$ cat src/rtl/cpu_defs_pkg.sv
// Shared CPU definitions: divider width, state encoding and the divide-by-zero result.
package cpu_defs_pkg;

  localparam int unsigned DIV_WIDTH = 32;

  typedef enum logic [1:0] {
    DIV_IDLE = 2'b00,
    DIV_BUSY = 2'b01,
    DIV_DONE = 2'b10
  } div_state_e;

  localparam logic [2*DIV_WIDTH-1:0] DIV_ZERO_RESULT = '0;

endpackage

$ cat src/rtl/div_step.sv
// One restoring-division iteration: shift in a dividend bit, subtract the divisor if it fits.
module div_step
  import cpu_defs_pkg::*;
#(
  parameter int unsigned WIDTH = DIV_WIDTH
) (
  input  logic [WIDTH-1:0] rem,
  input  logic [WIDTH-1:0] divisor,
  input  logic             dvd_bit,
  output logic [WIDTH-1:0] rem_next,
  output logic             q_bit
);

  logic [WIDTH:0] trial;

  // W+1-bit trial keeps the shifted-out remainder MSB, so the compare cannot overflow
  always_comb begin
    trial    = {rem, dvd_bit};
    q_bit    = (trial >= {1'b0, divisor});
    rem_next = q_bit ? WIDTH'(trial - {1'b0, divisor}) : trial[WIDTH-1:0];
  end

endmodule

$ cat src/rtl/div_unit.sv
// Multi-cycle DIV/DIVU unit for the execute stage; stalls the pipeline until the result pulses out.
module div_unit
  import cpu_defs_pkg::*;
#(
  parameter int unsigned WIDTH = DIV_WIDTH,
  parameter int unsigned CNT_W = 6
) (
  input  logic               clk,
  input  logic               rst,
  input  logic               start,
  input  logic               signed_div,
  input  logic [WIDTH-1:0]   opa,
  input  logic [WIDTH-1:0]   opb,
  input  logic               annul,
  output logic               stall_div,
  output logic               ready,
  output logic [2*WIDTH-1:0] result
);

  div_state_e         state_q, state_d;
  logic [CNT_W-1:0]   cnt_q, cnt_d;
  logic [WIDTH-1:0]   rem_q, rem_d;
  logic [WIDTH-1:0]   quo_q, quo_d;
  logic [WIDTH-1:0]   dvs_q, dvs_d;
  logic               qneg_q, qneg_d;
  logic               rneg_q, rneg_d;
  logic               ready_q, ready_d;
  logic [2*WIDTH-1:0] result_q, result_d;

  logic [WIDTH-1:0]   rem_nx;
  logic [WIDTH-1:0]   quo_nx;
  logic               q_bit;
  logic [WIDTH-1:0]   abs_a, abs_b;
  logic [WIDTH-1:0]   rem_fix, quo_fix;

  // quo_q starts as the dividend; its MSB feeds the step while quotient bits enter at the LSB
  div_step #(.WIDTH(WIDTH)) u_step (
    .rem     (rem_q),
    .divisor (dvs_q),
    .dvd_bit (quo_q[WIDTH-1]),
    .rem_next(rem_nx),
    .q_bit   (q_bit)
  );

  always_comb begin
    state_d  = state_q;
    cnt_d    = cnt_q;
    rem_d    = rem_q;
    quo_d    = quo_q;
    dvs_d    = dvs_q;
    qneg_d   = qneg_q;
    rneg_d   = rneg_q;
    ready_d  = 1'b0;
    result_d = result_q;

    quo_nx  = {quo_q[WIDTH-2:0], q_bit};
    rem_fix = rneg_q ? -rem_nx : rem_nx;
    quo_fix = qneg_q ? -quo_nx : quo_nx;
    abs_a   = (signed_div && opa[WIDTH-1]) ? -opa : opa;
    abs_b   = (signed_div && opb[WIDTH-1]) ? -opb : opb;

    unique case (state_q)
      DIV_IDLE: begin
        if (start && !annul) begin
          quo_d  = abs_a;
          dvs_d  = abs_b;
          qneg_d = signed_div & (opa[WIDTH-1] ^ opb[WIDTH-1]);
          rneg_d = signed_div & opa[WIDTH-1];
          rem_d  = '0;
          cnt_d  = '0;
          if (opb == '0) begin
            state_d  = DIV_DONE;
            ready_d  = 1'b1;
            result_d = (2*WIDTH)'(DIV_ZERO_RESULT);
          end else begin
            state_d = DIV_BUSY;
          end
        end
      end
      DIV_BUSY: begin
        rem_d = rem_nx;
        quo_d = quo_nx;
        cnt_d = cnt_q + CNT_W'(1);
        if (cnt_q == CNT_W'(WIDTH - 1)) begin
          state_d  = DIV_DONE;
          ready_d  = 1'b1;
          result_d = {rem_fix, quo_fix};
        end
      end
      DIV_DONE: state_d = DIV_IDLE;
      default:  state_d = DIV_IDLE;
    endcase

    // a flush cancels everything, including an imminent completion
    if (annul) begin
      state_d  = DIV_IDLE;
      ready_d  = 1'b0;
      result_d = result_q;
    end
  end

  always_ff @(posedge clk or negedge rst) begin
    if (!rst) begin
      state_q  <= DIV_IDLE;
      cnt_q    <= '0;
      rem_q    <= '0;
      quo_q    <= '0;
      dvs_q    <= '0;
      qneg_q   <= 1'b0;
      rneg_q   <= 1'b0;
      ready_q  <= 1'b0;
      result_q <= '0;
    end else begin
      state_q  <= state_d;
      cnt_q    <= cnt_d;
      rem_q    <= rem_d;
      quo_q    <= quo_d;
      dvs_q    <= dvs_d;
      qneg_q   <= qneg_d;
      rneg_q   <= rneg_d;
      ready_q  <= ready_d;
      result_q <= result_d;
    end
  end

  assign stall_div = start & ~ready_q & ~annul;
  assign ready     = ready_q;
  assign result    = result_q;

endmodule

$ cat config.mk
export PLATFORM = sky130hd
export DESIGN_NAME = div_unit
export DESIGN_NICKNAME = d
export VERILOG_FILES = /design/src/rtl/cpu_defs_pkg.sv /design/src/rtl/div_step.sv /design/src/rtl/div_unit.sv
export SDC_FILE = /design/constraint.sdc
export NUM_CORES = 1
export LEC_CHECK = 0
export BUFFER_PORTS_ARGS = -buffer_cell sky130_fd_sc_hd__buf_4
export CORE_UTILIZATION = 30
export CTS_BUF_LIST = sky130_fd_sc_hd__clkbuf_16
export CTS_CLUSTER_SIZE = 14
export DETAILED_ROUTE_END_ITERATION = 8
export GPL_ROUTABILITY_DRIVEN = 0
export GPL_TIMING_DRIVEN = 0
export PLACE_DENSITY_LB_ADDON = 0.3
export SLEW_MARGIN = 10
export SYNTH_ARGS = -nofsm -noshare
export SYNTH_HDL_FRONTEND = slang
export SYNTH_SLANG_ARGS = --single-unit
$ cat constraint.sdc
create_clock -name clk -period 4.3 [get_ports clk]
set_input_delay 0.645 -clock clk [delete_from_list [all_inputs] [get_ports clk]]
set_output_delay 0.645 -clock clk [all_outputs]
set_load 0.1 [all_outputs]
==> flow_metrics.tcl <==
set metrics [dict create \
    syn_avg_cell_area_um2 8.29 \
    ff2ff_setup_slack_ns -0.09 \
    grt_pass1_vias 11100 \
    p_sw_mw 5.61 \
    grt_overflow 0 \
    crit_path_end_kind "flip-flop" \
    p_comb_share_pct 66.0 \
    clkLatencyLatePin_ns 0.46 \
    timing.hold.ws_ns 0.138 \
    wl_per_cell_um 18.2 \
    clock_path_buffers 2 \
    rows 72 \
    cp_data_required_time_ns 4.62 \
    die_h_um 201 \
    synth_top_area_share_pct 36.1 \
    switching_share_pct 48.7 \
    syn_to_final_growth_pct 27.2 \
    p_total_mw 11.5 \
    routed_wl_um 39400 \
    drive_gt1_share_pct 20.9 \
    drv_cap 0 \
    yosys-top-cells-area "dfrtp_1 (36%), o21ai_0 (7.8%), nand2_1 (6.1%)" \
    dieArea_um2 40300 \
    p_leak_nw 6.29 \
    core_um2 38800 \
    vdd_drop_max_mv 0.453 \
    relSlewSlack_pct 34.4 \
    cts_tree "done" \
    synthCells 1430 \
    outcome "finished, violations left" \
    utilization_pct 38.8 \
    boundaryPins 135 \
    wl_met1_um 18900 \
    internal-power_mw 5.91 \
    port_buffers 134 \
    ant_nets 0 \
    clk_pin_slew_ns 0.07 \
    yosys.area.top_type "dfrtp_1" \
    clock-sinks 171 \
    ys_seq_elements 171 \
    synth-main-ff-cell "dfrtp_1" \
    initial_core_util_pct 30.5 \
    cts_max_level 4 \
    pwr-share-clk_pct 13.5 \
    wl_met3_um 1530 \
    grt_max_degree 107 \
    violations "setup timing" \
    drc_errors 0 \
    fin_setup_tns_ns -0.276 \
    rsz0062_at_grt "yes" \
    grt_pass1_wl_um 62200 \
    dr.max_layer_used "met4" \
    synth_cell_types 82 \
    hold_class "input pin to asynchronous set/reset pin" \
    setup_ws_ns -0.0938 \
    synth_edf_count 0 \
    drt_iter0_markers 887 \
    ctsRootBufferMaster "clkbuf_16" \
    reg2reg_from "rem_q[8]" \
    vias 11400 \
    dr.pass1.iters 6 \
    synthesis.nets 1537 \
    wl_met2_um 18100 \
    max_freq_mhz 228 \
    skew_ns 0.0187 \
    ys_async_sr_fraction_pct 100 \
    postPlaceCellArea_um2 13700 \
    worstSetupStartpointType "flip-flop" \
    worst_slew_pin_slew_ns 0.975 \
    p_per_area_nw_per_um2 764 \
    grt_use_total_pct 19.5 \
    n_antenna_cell 0 \
    sequentialPowerShare_pct 20.5 \
    syn_area_um2 11900 \
    crit_path_max_fanout 9 \
    yosysSeqAreaShare_pct 36.1 \
    final_cell_area_um2 15100 \
    fillers 3957 \
    worstPathArrival_ns 4.72 \
    crit_type "flip-flop to flip-flop" \
    period_needed_ns 4.39 \
    yosysWarnings 0 \
    antenna_found_initial 0 \
    hold_violations 0 \
    hold_buffers 0 \
    period_share_pct 102 \
    critPathLaunch "rem_q[8]" \
    fin_nets 1743 \
    timing.rr.end "result[60]" \
    cts_buffers 17 \
    via_per_inst 5.26 \
    finalSetupViolations 8 \
    drv_slew 0 \
    worst_r2r_path_depth 20 \
    dp_hpwl_um 30200 \
    die_x_um 201 \
]
[worst max path at each step]
| stage | to | slack [ns] |
|---|---|---|
| floorplan | result[62] | -0.02 |
| global placement | result[26] | -1.70 |
| detailed placement | result[26] | -1.61 |
| CTS | result[60] | -0.06 |
| global route | result[60] | -0.24 |
| finish | result[60] | -0.09 |
[synthesized netlist by cell type (all sizes together), types with 2 or more instances]
cell	n
o21ai	242
o31ai	22
or4	16
mux2i	20
a31oi	13
nand3	49
ha	37
xnor2	67
a31o	2
nand3b	6
buf	34
nor3b	4
nand4	16
nor4b	2
dfrtp	171
o211ai	7
nor2	70
a21o	2
nor4	18
nor2b	7
and2	11
nand2	195
o41ai	14
xor2	75
a211o	4
a21oi	76
a22oi	31
and3	4
nor3	29
a211oi	10
a2111oi	6
inv	56
o31a	2
nand2b	10
o21a	7
o32ai	2
o311a	2
and4	3
nand4bb	2
or2	5
o221ai	2
or3	16
clkbuf	47
[logic make-up (layout without fill, tap and decap cells)]
kind of cell | after synthesis | after routing | synth area share (%)
buffers and inverters | 137 | 355 | 4.79
XOR/XNOR | 142 | 142 | 10.5
adder cells (fa/ha/maj) | 38 | 38 | 4.07
AND/OR/NAND/NOR | 467 | 467 | 19.3
flip-flops | 171 | 171 | 36.1
AO/OA/AOI/OAI | 455 | 455 | 23.5
multiplexers | 20 | 20 | 1.69
[per-layer routing]
layer	vias to the layer above	GRT usage, %
li1	5552	-
met2	290	31.4
met3	50	2.86
met1	5510	26.8
met4	0	6.43
met5	-	0
[flip-flops by register name (all words and copies together) (netlist names)]
register and cells:
result 64, rem_q 32, qneg_q 1, cnt_q 6
rneg_q 1, ready 1, quo_q 32, state_q 2
dvs_q 32
[worst max-delay path, stage by stage (launching register included)]
cell       delay (ns)
dfrtp_1          0.44
ha_1             0.30
buf_2            0.19
nand4_1          0.29
nor3_1           0.23
nand3_1          0.11
o211ai_1         0.20
or2_4            0.26
inv_6            0.04
buf_12           0.13
buf_12           0.12
mux2i_4          0.17
ha_2             0.22
nand2_2          0.08
nor4_4           0.19
mux2i_4          0.14
a2111o_1         0.43
nand4bb_4        0.30
o21ai_2          0.19
xnor2_1          0.14
o21ai_1          0.08
[final cells by class]
class / instances / area (um2) / area share [%]
Buffer: 77 / 435 / 2.89
Clock buffer: 17 / 425 / 2.82
Clock inverter: 14 / 146 / 0.971
Inverter: 56 / 215 / 1.43
Multi-Input combinational cell: 1122 / 7440 / 49.3
Sequential cell: 171 / 4290 / 28.4
Tap cell: 518 / 648 / 4.30
Timing Repair Buffer: 191 / 1490 / 9.86
[stage by stage]
stage | std cells | setup WS, ns
after CTS | 2156 | -0.0560
after global routing | 2166 | -0.238
final | 2166 | -0.0938
after global placement | 2082 | -1.70
after floorplan | 1430 | -0.0226
after detailed placement | 2084 | -1.61
[power groups by stage]
stage          clock network (mW)  logic [mW]  registers (mW)
5_1_grt                      1.63        8.22            2.41
3_5_place_dp                    0        6.43            2.39
2_1_floorplan                   0        4.57            2.53
4_1_cts                      1.58        7.35            2.35
3_3_place_gp                    0        6.36            2.38
6_report                     1.55        7.61            2.36
[cells in the final DEF, fill, tap and decap left out, types with 7 or more instances in the layout]
| cell | instances |
|---|---|
| ha_1 | 19 |
| nor3_1 | 27 |
| nor2_1 | 70 |
| and2_1 | 10 |
| inv_1 | 44 |
| o31ai_1 | 20 |
| dfrtp_1 | 163 |
| xnor2_1 | 67 |
| buf_4 | 190 |
| clkbuf_1 | 46 |
| o21ai_1 | 50 |
| or3_1 | 16 |
| nand4_1 | 16 |
| ha_4 | 14 |
| o211ai_1 | 7 |
| mux2i_1 | 18 |
| o21ai_0 | 182 |
| o21a_1 | 7 |
| a22oi_1 | 31 |
| dfrtp_2 | 8 |
| or4_1 | 14 |
| nand2_1 | 187 |
| nor4_1 | 12 |
| o41ai_1 | 12 |
| a31oi_1 | 13 |
| nand2b_1 | 10 |
| a211oi_1 | 9 |
| xor2_1 | 75 |
| buf_2 | 9 |
| buf_6 | 8 |
| nand3_1 | 48 |
| inv_2 | 12 |
| o21ai_2 | 7 |
| clkbuf_16 | 17 |
| a21oi_1 | 67 |
[repair_timing]
action,CTS,global route
setup buffers,44,10
gates resized for setup,85,18
pin swaps,26,7
endpoints found under the setup margin,39,16
endpoints found under the hold margin,0,0
gates cloned,1,0
Note: power is estimated with default switching activity, not from simulation.
